<file path="src/rtl/stream_hblur3_pkg.sv">
// Shared types and constants for the stream_hblur3 horizontal blur pre-filter.
//   state_e : top-level packet/row FSM states
//   pixel_t : packed {R,G,B} pixel, 8 bits per channel
package stream_hblur3_pkg;

  typedef logic [23:0] pixel_t;

  typedef enum logic [2:0] {
    StHdr,
    StPass,
    StRowFirst,
    StRun,
    StFlush
  } state_e;

  // Low nibble of the SOP word that identifies a video packet.
  localparam logic [3:0] VIDEO_PKT_TYPE = 4'h0;

  // Column counter width; enough for rows up to 2047 pixels.
  localparam int unsigned XW = 11;

endpackage

</file>
<file path="src/rtl/hblur3_px.sv">
// Combinational 3-tap [1 2 1]/4 horizontal kernel on three 24-bit pixels.
//   a_i : left neighbour
//   b_i : centre pixel
//   c_i : right neighbour
//   y_o : filtered pixel, each channel rounded: (a + 2b + c + 2) >> 2
module hblur3_px
  import stream_hblur3_pkg::*;
(
  input  pixel_t a_i,
  input  pixel_t b_i,
  input  pixel_t c_i,
  output pixel_t y_o
);

  for (genvar ch = 0; ch < 3; ch++) begin : g_ch
    logic [9:0] sum;

    // Max 255*4 + 2 = 1022, so 10 bits never overflow.
    assign sum = {2'b00, a_i[ch*8 +: 8]} + {1'b0, b_i[ch*8 +: 8], 1'b0} +
                 {2'b00, c_i[ch*8 +: 8]} + 10'd2;
    assign y_o[ch*8 +: 8] = 8'(sum >> 2);
  end

endmodule

</file>
<file path="src/rtl/stream_hblur3.sv">
// Avalon-ST video pre-filter: horizontal [1 2 1]/4 blur per colour channel on video packets,
// bit-exact pass-through for control packets and SOP header words. One registered output stage.
//   clk, reset_n        : clock, synchronous active-low reset
//   sink_*              : upstream Avalon-ST sink (data/valid/ready/sop/eop)
//   source_*            : downstream Avalon-ST source (data/valid/ready/sop/eop)
//   enable              : 1 = filter video, 0 = bypass; sampled on the accepted SOP beat only
//   frames_done         : wrapping count of completed video frames
module stream_hblur3
  import stream_hblur3_pkg::*;
#(
  parameter int unsigned IMAGE_W = 640
) (
  input  logic        clk,
  input  logic        reset_n,
  input  logic [23:0] sink_data,
  input  logic        sink_valid,
  output logic        sink_ready,
  input  logic        sink_sop,
  input  logic        sink_eop,
  output logic [23:0] source_data,
  output logic        source_valid,
  input  logic        source_ready,
  output logic        source_sop,
  output logic        source_eop,
  input  logic        enable,
  output logic [15:0] frames_done
);

  localparam logic [XW-1:0] XLast = XW'(IMAGE_W - 1);

  state_e        state_q, state_d;
  logic [XW-1:0] x_q, x_d;
  pixel_t        prev_q, prev_d;
  pixel_t        cur_q, cur_d;
  logic          held_eop_q, held_eop_d;
  logic          out_valid_q, out_valid_d;
  logic          out_sop_q, out_sop_d;
  logic          out_eop_q, out_eop_d;
  pixel_t        out_data_q, out_data_d;
  logic [15:0]   frames_q, frames_d;

  logic   out_free;
  logic   accept;
  pixel_t tap_c;
  pixel_t blur_y;

  assign out_free   = ~out_valid_q | source_ready;
  assign sink_ready = out_free & (state_q != StFlush);
  assign accept     = sink_valid & sink_ready;

  // In FLUSH the right neighbour is replicated from the last pixel of the row.
  assign tap_c = (state_q == StFlush) ? cur_q : sink_data;

  hblur3_px u_px (
    .a_i (prev_q),
    .b_i (cur_q),
    .c_i (tap_c),
    .y_o (blur_y)
  );

  always_comb begin
    state_d     = state_q;
    x_d         = x_q;
    prev_d      = prev_q;
    cur_d       = cur_q;
    held_eop_d  = held_eop_q;
    out_valid_d = out_valid_q;
    out_sop_d   = out_sop_q;
    out_eop_d   = out_eop_q;
    out_data_d  = out_data_q;
    frames_d    = frames_q;

    // Current beat drains this cycle; a new load below may replace it.
    if (out_free) begin
      out_valid_d = 1'b0;
    end

    if (accept && sink_sop) begin
      // Any SOP (including one that truncates a video row) starts a new packet;
      // a pixel held for the old row is simply abandoned.
      out_valid_d = 1'b1;
      out_sop_d   = 1'b1;
      out_eop_d   = sink_eop;
      out_data_d  = sink_data;
      x_d         = '0;
      if ((sink_data[3:0] == VIDEO_PKT_TYPE) && enable) begin
        state_d = StRowFirst;
      end else begin
        state_d = StPass;
      end
    end else begin
      case (state_q)
        StHdr, StPass: begin
          if (accept) begin
            out_valid_d = 1'b1;
            out_sop_d   = sink_sop;
            out_eop_d   = sink_eop;
            out_data_d  = sink_data;
            if ((state_q == StPass) && sink_eop) begin
              state_d = StHdr;
            end
          end
        end
        StRowFirst: begin
          if (accept) begin
            // Left edge: pixel 0 doubles as its own left neighbour.
            prev_d = sink_data;
            cur_d  = sink_data;
            if (sink_eop) begin
              held_eop_d = 1'b1;
              state_d    = StFlush;
            end else begin
              x_d     = XW'(1);
              state_d = StRun;
            end
          end
        end
        StRun: begin
          if (accept) begin
            out_valid_d = 1'b1;
            out_sop_d   = 1'b0;
            out_eop_d   = 1'b0;
            out_data_d  = blur_y;
            prev_d      = cur_q;
            cur_d       = sink_data;
            if (sink_eop || (x_q == XLast)) begin
              held_eop_d = sink_eop;
              state_d    = StFlush;
            end else begin
              x_d = x_q + XW'(1);
            end
          end
        end
        StFlush: begin
          if (out_free) begin
            out_valid_d = 1'b1;
            out_sop_d   = 1'b0;
            out_eop_d   = held_eop_q;
            out_data_d  = blur_y;
            if (held_eop_q) begin
              frames_d = frames_q + 16'd1;
              state_d  = StHdr;
            end else begin
              x_d     = '0;
              state_d = StRowFirst;
            end
          end
        end
        default: begin
          state_d = StHdr;
        end
      endcase
    end
  end

  always_ff @(posedge clk) begin
    if (!reset_n) begin
      state_q     <= StHdr;
      x_q         <= '0;
      prev_q      <= '0;
      cur_q       <= '0;
      held_eop_q  <= 1'b0;
      out_valid_q <= 1'b0;
      out_sop_q   <= 1'b0;
      out_eop_q   <= 1'b0;
      out_data_q  <= '0;
      frames_q    <= '0;
    end else begin
      state_q     <= state_d;
      x_q         <= x_d;
      prev_q      <= prev_d;
      cur_q       <= cur_d;
      held_eop_q  <= held_eop_d;
      out_valid_q <= out_valid_d;
      out_sop_q   <= out_sop_d;
      out_eop_q   <= out_eop_d;
      out_data_q  <= out_data_d;
      frames_q    <= frames_d;
    end
  end

  assign source_valid = out_valid_q;
  assign source_sop   = out_sop_q;
  assign source_eop   = out_eop_q;
  assign source_data  = out_data_q;
  assign frames_done  = frames_q;

endmodule

</file>
<file path="config.mk">
export PLATFORM = sky130hd
export DESIGN_NAME = stream_hblur3
export DESIGN_NICKNAME = d
export VERILOG_FILES = /design/src/rtl/stream_hblur3_pkg.sv /design/src/rtl/hblur3_px.sv /design/src/rtl/stream_hblur3.sv
export SDC_FILE = /design/constraint.sdc
export NUM_CORES = 1
export LEC_CHECK = 0
export CORE_MARGIN = 2
export CORE_UTILIZATION = 55
export CTS_BUF_LIST = sky130_fd_sc_hd__clkbuf_16
export DETAILED_ROUTE_END_ITERATION = 16
export GPL_TIMING_DRIVEN = 0
export PLACE_DENSITY = 0.81
export SETUP_SLACK_MARGIN = 0.02
export SYNTH_ARGS = -nofsm -noshare
export SYNTH_HDL_FRONTEND = slang
export SYNTH_HIERARCHICAL = 1
export SYNTH_SLANG_ARGS = --single-unit
</file>
<file path="constraint.sdc">
create_clock -name clk -period 4.1 [get_ports clk]
set_input_delay 0.41 -clock clk [delete_from_list [all_inputs] [get_ports clk]]
set_output_delay 0.41 -clock clk [all_outputs]
set_load 0.005 [all_outputs]
</file>
==> qor.yml, run 1 <==
status: "completed"
p_leak_nw: 2.92
crit_top_cell: "nand2_1"
ioPinCount: 75
ys_seq_area_share_pct: 33.7
path_class: "flop to flop"
clock_skew_ns: 0.00765
drtIter0Drc: 497
numClockSinks: 106
synthFlopType: "dfxtp_1"
cts_tree: "done"
synthCells: 813
cp.arrival_ns: 4.06
cp_num_cells: 15
worstPathCellList: "buf_4 > nor3b_4 > buf_4 > buf_2 > nand2_1 > nand2_1 > fa_1 > ha_1 > a21o_1 > a21oi_1 > a21boi_0 > a311oi_1 > xnor2_1 > nand2_1 > a311oi_1"
synth_area_sq_um: 6290
ant_nets: 0
netlist_top_cells_area: "dfxtp_1 34%, nand2_1 14%, a311oi_1 6.8%"
die_area_sq_um: 12300
crit_buf_inv: 3
required_ns: 4.36
viasPerCell: 5.90
holdBufCountCts: 0
drive_gt1_share_pct: 4.20
grt_pass1_vias: 5736
cts.htree.levels: 3
synth_top_area_share_pct: 33.7
place.gp.congestion: 0.919
port_buffers: 74
slowest_stage: "fa_1"
clk-insertion-delay-late_ns: 0.36
syn_nets: 892
critPathTopFamily: "compound AO/OA/AOI/OAI gates"
rows: 39
clk_pin_slew_ns: 0.07
worstMarginPinSlew_ns: 0.744
clk_path_buf_depth: 2
r2r_cells: 15
stdcell_area_sq_um: 7590
hold_viol: 0
rsz0062_at_grt: "false"
setup_viol_count_final: 0
critical_path.max_stage_delay_ns: 0.43
dp_hpwl_mm: 12.2
ir_worst_vdd_mv: 0.215
hold-path-cell-count: 2
grt-ovfl-total: 0
min_path_type: "flop to flop"
drt_wl_total_mm: 17.3
synthArstFlopShare_pct: 0
min_period_ns: 3.80
drc: 0
die_w_microns: 111
yosys.cell_types.count: 59
finalHoldWorstSlack_ns: 0.472
syn_area_per_cell_sq_um: 7.74
fin_nets: 979
numCtsBuffers: 9
max-slew-margin-rel_pct: 50.2
antenna_found_initial: 0
diodes: 0
power.density_nw_per_um2: 333
timing.fmax_mhz: 263
core_sq_um: 11300
grt_pass1_wl_mm: 28.4
initial_core_util_pct: 55.8
synth_edf_count: 0
fin_crit_sh_pct: 92.6
root_buffer: "clkbuf_16"
yosysTopAreaCell: "dfxtp_1"
stdcell_count: 1048
final_common_cell: "nand2_1"
cp_max_fo: 10
endpoint_kind: "flop"
start_kind: "flop"
dp_cells: 1030
grt_max_degree: 17
drtPass1Iterations: 6
cap_violations: 0
die_h_microns: 111
num_vias: 6184
final_cell_mix: "232 x nand2_1, 106 x dfxtp_1, 75 x a21oi_1"
tns_ns: 0
ys_warn_count: 6
synth_seq_cells: 106
wire_per_inst_microns: 16.5
grtUsageTotal_pct: 28.4
slew_violations: 0
placed_cell_area_sq_um: 7210
syn2layout_area_growth_pct: 20.6
[sequential cells by signal, summed over array words and instances, names as in the netlist]
| register | cells |
|---|---|
| cur_q | 24 |
| prev_q | 24 |
| source_data | 24 |
| frames_done | 16 |
| x_q | 11 |
| state_q | 3 |
| held_eop_q | 1 |
| source_eop | 1 |
| source_sop | 1 |
| source_valid | 1 |
[area by class of cell]
class,instances,area [sq um]
plain buffers,52,220
clock buffers,9,225
clock inverters,7,108
multi-input cells,634,3900
inverters,21,78.8
well taps,143,179
flip-flops and latches,106,2120
fillers,970,3680
repair buffers,76,756
[per-stage QoR]
step                      total power [mW]  worst slack (ns)  util [%]
after global routing                  2.63            0.0114      67.3
after global placement                1.55            -0.408      64.0
after floorplan                       1.39             0.387         -
after detailed placement              1.55            -0.470      64.0
after CTS                             2.53            0.0784      67.0
final                                 2.53             0.305      67.3
[cells in the mapped netlist, types with 2 or more instances]
library cell and n:
a211o_1 2, a211oi_1 4, a21o_1 5, a21oi_1 75, a22oi_1 2, a311oi_1 49, a31oi_1 7, and2_1 5
and3_1 3, and4_1 6, buf_1 2, buf_2 10, clkbuf_1 39, dfxtp_1 106, fa_1 18, ha_1 30
inv_1 21, nand2_1 232, nand2b_1 3, nand3_1 11, nand3b_1 2, nand4_1 7, nor2_1 57, nor2b_1 6
nor3_1 10, nor4_1 3, o211ai_1 7, o21a_1 5, o21ai_0 7, o21ai_1 3, o21bai_1 5, o22ai_1 2
o31a_1 4, o31ai_1 7, or2_2 2, or3_1 6, xnor2_1 17, xor2_1 12
[power by group]
group / internal (mW) / switching [mW] / total (mW)
clock: 0.591 / 0.397 / 0.988
sequential: 1.07 / 0.0275 / 1.10
combinational: 0.204 / 0.242 / 0.446
total: 1.86 / 0.667 / 2.53
[kinds of logic after synthesis]
| group | Yosys count | synth area share (%) |
|---|---|---|
| adder cells (fa/ha/maj) | 49 | 11.9 |
| flip-flops | 106 | 33.7 |
| multiplexers | 1 | 0.159 |
| buffers and inverters | 73 | 4.61 |
| AO/OA/AOI/OAI | 190 | 20.5 |
| AND/OR/NAND/NOR | 365 | 25.1 |
| XOR/XNOR | 29 | 4.04 |
[routing by layer]
layer | GRT usage, % | routed length (microns) | vias to the layer above
met5 | 0 | 0 | -
met4 | 13.3 | 522 | 0
met3 | 3.55 | 1100 | 38
met2 | 46.7 | 8240 | 245
met1 | 37.4 | 7490 | 2889
li1 | - | - | 3012
[worst register-to-register path: stages (launching register included)]
cell	delay (ns)
dfxtp_1	0.31
buf_4	0.17
nor3b_4	0.32
buf_4	0.25
buf_2	0.26
nand2_1	0.08
nand2_1	0.07
fa_1	0.43
ha_1	0.38
a21o_1	0.21
a21oi_1	0.15
a21boi_0	0.16
a311oi_1	0.43
xnor2_1	0.17
nand2_1	0.07
a311oi_1	0.26
[worst paths after layout]
| path | startpoint | endpoint | slack [ns] |
|---|---|---|---|
| worst min-delay path | source_sop | source_sop | 0.47 |
| worst min register to register | source_sop | source_sop | 0.47 |
| worst max-delay path | state_q[1] | source_data[14] | 0.30 |
| worst max register to register | state_q[1] | source_data[14] | 0.30 |
[repair_timing]
item,4_1_cts,5_1_grt
pin swaps,0,1
buffers inserted,0,2
resized for setup,4,6
setup endpoints to repair,14,6
Note: power is estimated with default switching activity, not from simulation.
==> inputs of run 2 (changes only) <==
- GPL_TIMING_DRIVEN: 0 -> not set
==> qor.yml, run 2 (same netlist as run 1, synthesis figures left out) <==
numClockSinks: 106  # unchanged
drtPass1Iterations: 5  # was 6
diodes: 0  # unchanged
switchingPower_mw: 0.669  # was 0.667 mW
final_cell_mix: "232 x nand2_1, 106 x dfxtp_1, 75 x a21oi_1"  # unchanged
core_sq_um: 11300  # unchanged
ir_worst_vdd_mv: 0.266  # was 0.215 mV
grt-ovfl-total: 0  # unchanged
cp_max_fo: 18  # was 10
slew_violations: 0  # unchanged
tns_ns: 0  # unchanged
grt_pass1_wl_mm: 27.2  # was 28.4 mm
power.density_nw_per_um2: 339  # was 333 nW/um^2
top_layer: "met4"  # unchanged
cp.arrival_ns: 4.08  # was 4.06 ns
power_frac_seq_pct: 43.5  # was 43.3%
min_path_type: "flop to flop"  # unchanged
swShare_pct: 26.4  # was 26.3%
hold_viol: 0  # unchanged
p_leak_nw: 2.88  # was 2.92 nW
post_cts_buffers: 0  # unchanged
viasPerCell: 6.04  # was 5.90
timing.fmax_mhz: 263  # about the same
placed_cell_area_sq_um: 7140  # was 7210 sq um
drt_wl_total_mm: 16.5  # was 17.3 mm
die_h_microns: 111  # unchanged
power.internal_mw: 1.86  # about the same
clock_skew_ns: 0.00717  # was 0.00765 ns
grt_max_degree: 73  # was 17
wl_met1_mm: 7.13  # was 7.49 mm
min_period_ns: 3.81  # was 3.80 ns
pwr-share-comb_pct: 17.0  # was 17.6%
grt_pass1_vias: 5726  # was 5,736
cts.htree.levels: 3  # unchanged
port_buffers: 74  # unchanged
drive_gt1_share_pct: 4.95  # was 4.20%
die_area_sq_um: 12300  # unchanged
drc: 0  # unchanged
clk_path_buf_depth: 2  # unchanged
cap_violations: 0  # unchanged
clkPwrFrac_pct: 39.5  # was 39.0%
wl_met3_mm: 1.09  # was 1.10 mm
ant_nets: 0  # unchanged
root_buffer: "clkbuf_16"  # unchanged
p_total_mw: 2.53  # about the same
fin_nets: 942  # was 979
numCtsBuffers: 9  # unchanged
status: "completed"  # unchanged
grtUsageTotal_pct: 26.6  # was 28.4%
fin_crit_sh_pct: 92.9  # was 92.6%
num_vias: 6107  # was 6,184
worstMarginPinSlew_ns: 0.726  # was 0.744 ns
dp_hpwl_mm: 11.3  # was 12.2 mm
clk_pin_slew_ns: 0.07  # about the same
initial_core_util_pct: 55.8  # unchanged
clk-insertion-delay-late_ns: 0.36  # about the same
path_class: "flop to flop"  # unchanged
ioPinCount: 75  # unchanged
place.gp.congestion: 0.955  # was 0.919
syn2layout_area_growth_pct: 18.9  # was 20.6%
final_common_cell: "nand2_1"  # unchanged
start_kind: "flop"  # unchanged
cts_tree: "done"  # unchanged
drtIter0Drc: 378  # was 497
antenna_found_initial: 0  # unchanged
die_w_microns: 111  # unchanged
rows: 39  # unchanged
stdcell_area_sq_um: 7480  # was 7590 sq um
wire_per_inst_microns: 16.3  # was 16.5 microns
max-slew-margin-rel_pct: 51.6  # was 50.2%
wl_met2_mm: 7.84  # was 8.24 mm
rsz0062_at_grt: "false"  # unchanged
setup_viol_count_final: 0  # unchanged
fillers: 927  # was 970
required_ns: 4.37  # was 4.36 ns
endpoint_kind: "flop"  # unchanged
-- run 2: changes by cell type in the layout (fill, tap and decap cells not counted), moves of 2 or more --
cell / delta
clkbuf_1: -38
buf_4: +13
buf_2: -11
clkinvlp_4: +3
clkinv_1: -2
-- run 2: what timing repair did --
| item | 4_1_cts | 5_1_grt |
|---|---|---|
| hold buffers | 0 | 0 |
| resized for setup | 0 | 1 |
| endpoints found under the setup margin | 0 | 1 |
-- run 2: worst paths after layout --
kind / from / slack, ns / to / cells after the start
setup / recovery: state_q[2] / 0.29 / source_data[14] / 12
hold / removal: source_sop / 0.48 / source_sop / 2
setup reg to reg: state_q[2] / 0.29 / source_data[14] / 12
hold reg to reg: source_sop / 0.48 / source_sop / 2
-- run 2: per-stage QoR --
step	hold WS [ns]	util (%)	setup slack, ns	std cells
floorplan	0.435	-	0.387	813
global placement	0.450	63.3	0.518	995
detailed placement	0.464	63.3	0.345	995
CTS	0.479	66.4	0.322	1011
global route	0.497	66.4	0.0412	1011
finish	0.481	66.4	0.291	1011
-- run 2: worst max-delay path: stages, from the launching register on --
cell and delay [ns]:
dfxtp_1 0.55, or3b_2 0.72, nand2_1 0.14, nand2_1 0.07, fa_1 0.46, ha_1 0.37, a21o_1 0.20, a21oi_1 0.15
a21boi_0 0.15, a311oi_1 0.42, xnor2_1 0.16, nand2_1 0.06, a311oi_1 0.25
-- run 2: layout make-up --
class                      instances  area [sq um]  share of cell area, %
clock inverter                     7           118                   1.57
multi-input combinational        634          3890                   52.0
clock buffer                       9           225                   3.01
sequential                       106          2120                   28.4
tap                              143           179                   2.39
timing repair buffer              91           868                   11.6
inverter                          21          78.8                   1.05
-- run 2: power by group through the flow --
stage	clock [mW]	sequential (mW)	combinational (mW)
2_1_floorplan	0	1.12	0.267
3_5_place_dp	0	1.13	0.420
5_1_grt	1.05	1.11	0.470
3_3_place_gp	0	1.12	0.408
4_1_cts	1.01	1.10	0.425
6_report	1.00	1.10	0.431
-- run 2: per-layer routing --
layer	global-route usage, %	up-vias
met1	34.6	2873
met2	44.4	256
met5	0	-
met3	3.66	39
met4	11.6	0
li1	-	2939
==> inputs of run 3 (changes only) <==
- MAX_ROUTING_LAYER: not set -> met4
- SETUP_SLACK_MARGIN: 0.02 -> 0.5
==> qor.yml, run 3 (same netlist as run 1, synthesis figures left out) <==
status: "completed"  # unchanged
start_kind: "flop"  # unchanged
dp_cells: 992  # was 995
numClockSinks: 106  # unchanged
fin_crit_sh_pct: 82.7  # was 92.9%
drive_gt1_share_pct: 4.73  # was 4.95%
antenna_found_initial: 0  # unchanged
clk-insertion-delay-late_ns: 0.36  # about the same
min_to: "source_sop"  # unchanged
die_area_sq_um: 12300  # unchanged
ant_nets: 0  # unchanged
drc: 0  # unchanged
clock_skew_ns: 0.00581  # was 0.00717 ns
port_buffers: 74  # unchanged
rsz0062_at_grt: "false"  # unchanged
root_buffer: "clkbuf_16"  # unchanged
grtUsageTotal_pct: 27.1  # was 26.6%
die_w_microns: 111  # unchanged
cp_max_fo: 17  # was 18
fin_nets: 940  # was 942
num_vias: 6104  # was 6,107
ioPinCount: 75  # unchanged
drtPass1Iterations: 5  # unchanged
required_ns: 4.36  # was 4.37 ns
cts_tree: "done"  # unchanged
grt_pass1_vias: 5742  # was 5,726
viasPerCell: 6.05  # was 6.04
drt_wl_total_mm: 16.3  # was 16.5 mm
worstHoldStart: "source_sop"  # unchanged
grt_pass1_wl_mm: 26.9  # was 27.2 mm
core_sq_um: 11300  # unchanged
rows: 39  # unchanged
wire_per_inst_microns: 16.2  # was 16.3 microns
power.density_nw_per_um2: 321  # was 339 nW/um^2
place.gp.congestion: 0.887  # was 0.955
clk_path_buf_depth: 2  # unchanged
cp.arrival_ns: 3.66  # was 4.08 ns
final_cell_mix: "232 x nand2_1, 103 x dfxtp_1, 75 x a21oi_1"  # was 232 x nand2_1, 106 x dfxtp_1, 75 x a21oi_1
dp_hpwl_mm: 10.9  # was 11.3 mm
setup_viol_count_final: 0  # unchanged
die_h_microns: 111  # unchanged
reg2reg_from: "state_q[0]"  # was state_q[2]
hold-path-cell-count: 2  # unchanged
final_common_cell: "nand2_1"  # unchanged
syn2layout_area_growth_pct: 18.3  # was 18.9%
min_path_type: "flop to flop"  # unchanged
worstMarginPinSlew_ns: 1.01  # was 0.726 ns
stdcell_count: 1009  # was 1,011
slew_violations: 0  # unchanged
timing.fmax_mhz: 295  # was 263 MHz
min_period_ns: 3.39  # was 3.81 ns
reg2reg_slack_ns: 0.71  # was 0.29 ns
diodes: 0  # unchanged
path_class: "flop to flop"  # unchanged
p_leak_nw: 2.85  # was 2.88 nW
tns_ns: 0  # unchanged
holdBufCountCts: 0  # unchanged
cap_violations: 0  # unchanged
reg2reg_to: "source_data[22]"  # was source_data[14]
r2r_cells: 13  # was 12
clk_pin_slew_ns: 0.07  # about the same
initial_core_util_pct: 55.8  # unchanged
grt_max_degree: 94  # was 73
hold_viol: 0  # unchanged
grt-ovfl-total: 0  # unchanged
numCtsBuffers: 9  # unchanged
cts.htree.levels: 3  # unchanged
ir_worst_vdd_mv: 0.220  # was 0.266 mV
max-slew-margin-rel_pct: 32.8  # was 51.6%
drtIter0Drc: 419  # was 378
endpoint_kind: "flop"  # unchanged
## run 3: changes by cell type in the layout (fill, tap and decap cells not counted), moves of 2 or more
cell / change
bufinv_16: -2
clkinvlp_4: -3
clkinv_1: +3
dfxtp_2: +2
buf_4: -3
dfxtp_1: -3
## run 3: worst max-delay path by stage
stage | endpoint | start
5_1_grt | source_data[22] | state_q[0]
2_1_floorplan | source_data[14] | state_q[0]
6_report | source_data[22] | state_q[0]
3_5_place_dp | source_data[22] | state_q[2]
4_1_cts | source_data[14] | state_q[2]
3_3_place_gp | source_data[14] | state_q[2]
## run 3: critical path, stage by stage, from the launching register on
cell	delay, ns
dfxtp_2	0.39
or3b_1	0.41
buf_4	0.22
nand2_1	0.09
nand2_1	0.07
fa_1	0.45
ha_1	0.35
o21ai_0	0.17
nor2_1	0.10
o31a_1	0.30
a311oi_2	0.30
xnor2_1	0.16
nand2_1	0.06
a311oi_1	0.24
## run 3: routing by layer
metal | vias up | global-route usage (%) | share of wire [%] | routed length [microns]
li1 | 2933 | - | - | -
met1 | 2915 | 34.1 | 44 | 7120
met2 | 228 | 44.7 | 49 | 7930
met3 | 28 | 3.39 | 5.6 | 913
met4 | 0 | 11.0 | 2.1 | 345
met5 | - | - | 0 | 0
## run 3: power breakdown
part / total, mW / internal [mW] / switching (mW)
combinational: 0.429 / 0.200 / 0.229
clock: 0.855 / 0.466 / 0.389
sequential: 1.10 / 1.07 / 0.0335
total: 2.39 / 1.74 / 0.651
## run 3: layout make-up
cell class              count  area [sq um]
fillers                   959          3830
clock inverters             7          60.1
well taps                 143           179
flip-flops and latches    106          2130
repair buffers             89           866
clock buffers               9           225
inverters                  21          78.8
multi-input cells         634          3900
## run 3: per-stage QoR
step | power, mW | utilization, % | cell area [sq um] | setup WS, ns | hold WS, ns
4_1_cts | 2.39 | 65.8 | 7420 | 0.508 | 0.465
3_5_place_dp | 1.55 | 63.3 | 7140 | 0.542 | 0.455
5_1_grt | 2.49 | 66.0 | 7440 | 0.532 | 0.516
2_1_floorplan | 1.39 | - | 6300 | 0.537 | 0.435
3_3_place_gp | 1.53 | 63.3 | 7140 | 0.651 | 0.446
6_report | 2.39 | 66.0 | 7440 | 0.707 | 0.466
## run 3: timing repair
item,4_1_cts,5_1_grt
endpoints found under the setup margin,0,10
buffers inserted,0,1
gates resized for setup,0,6
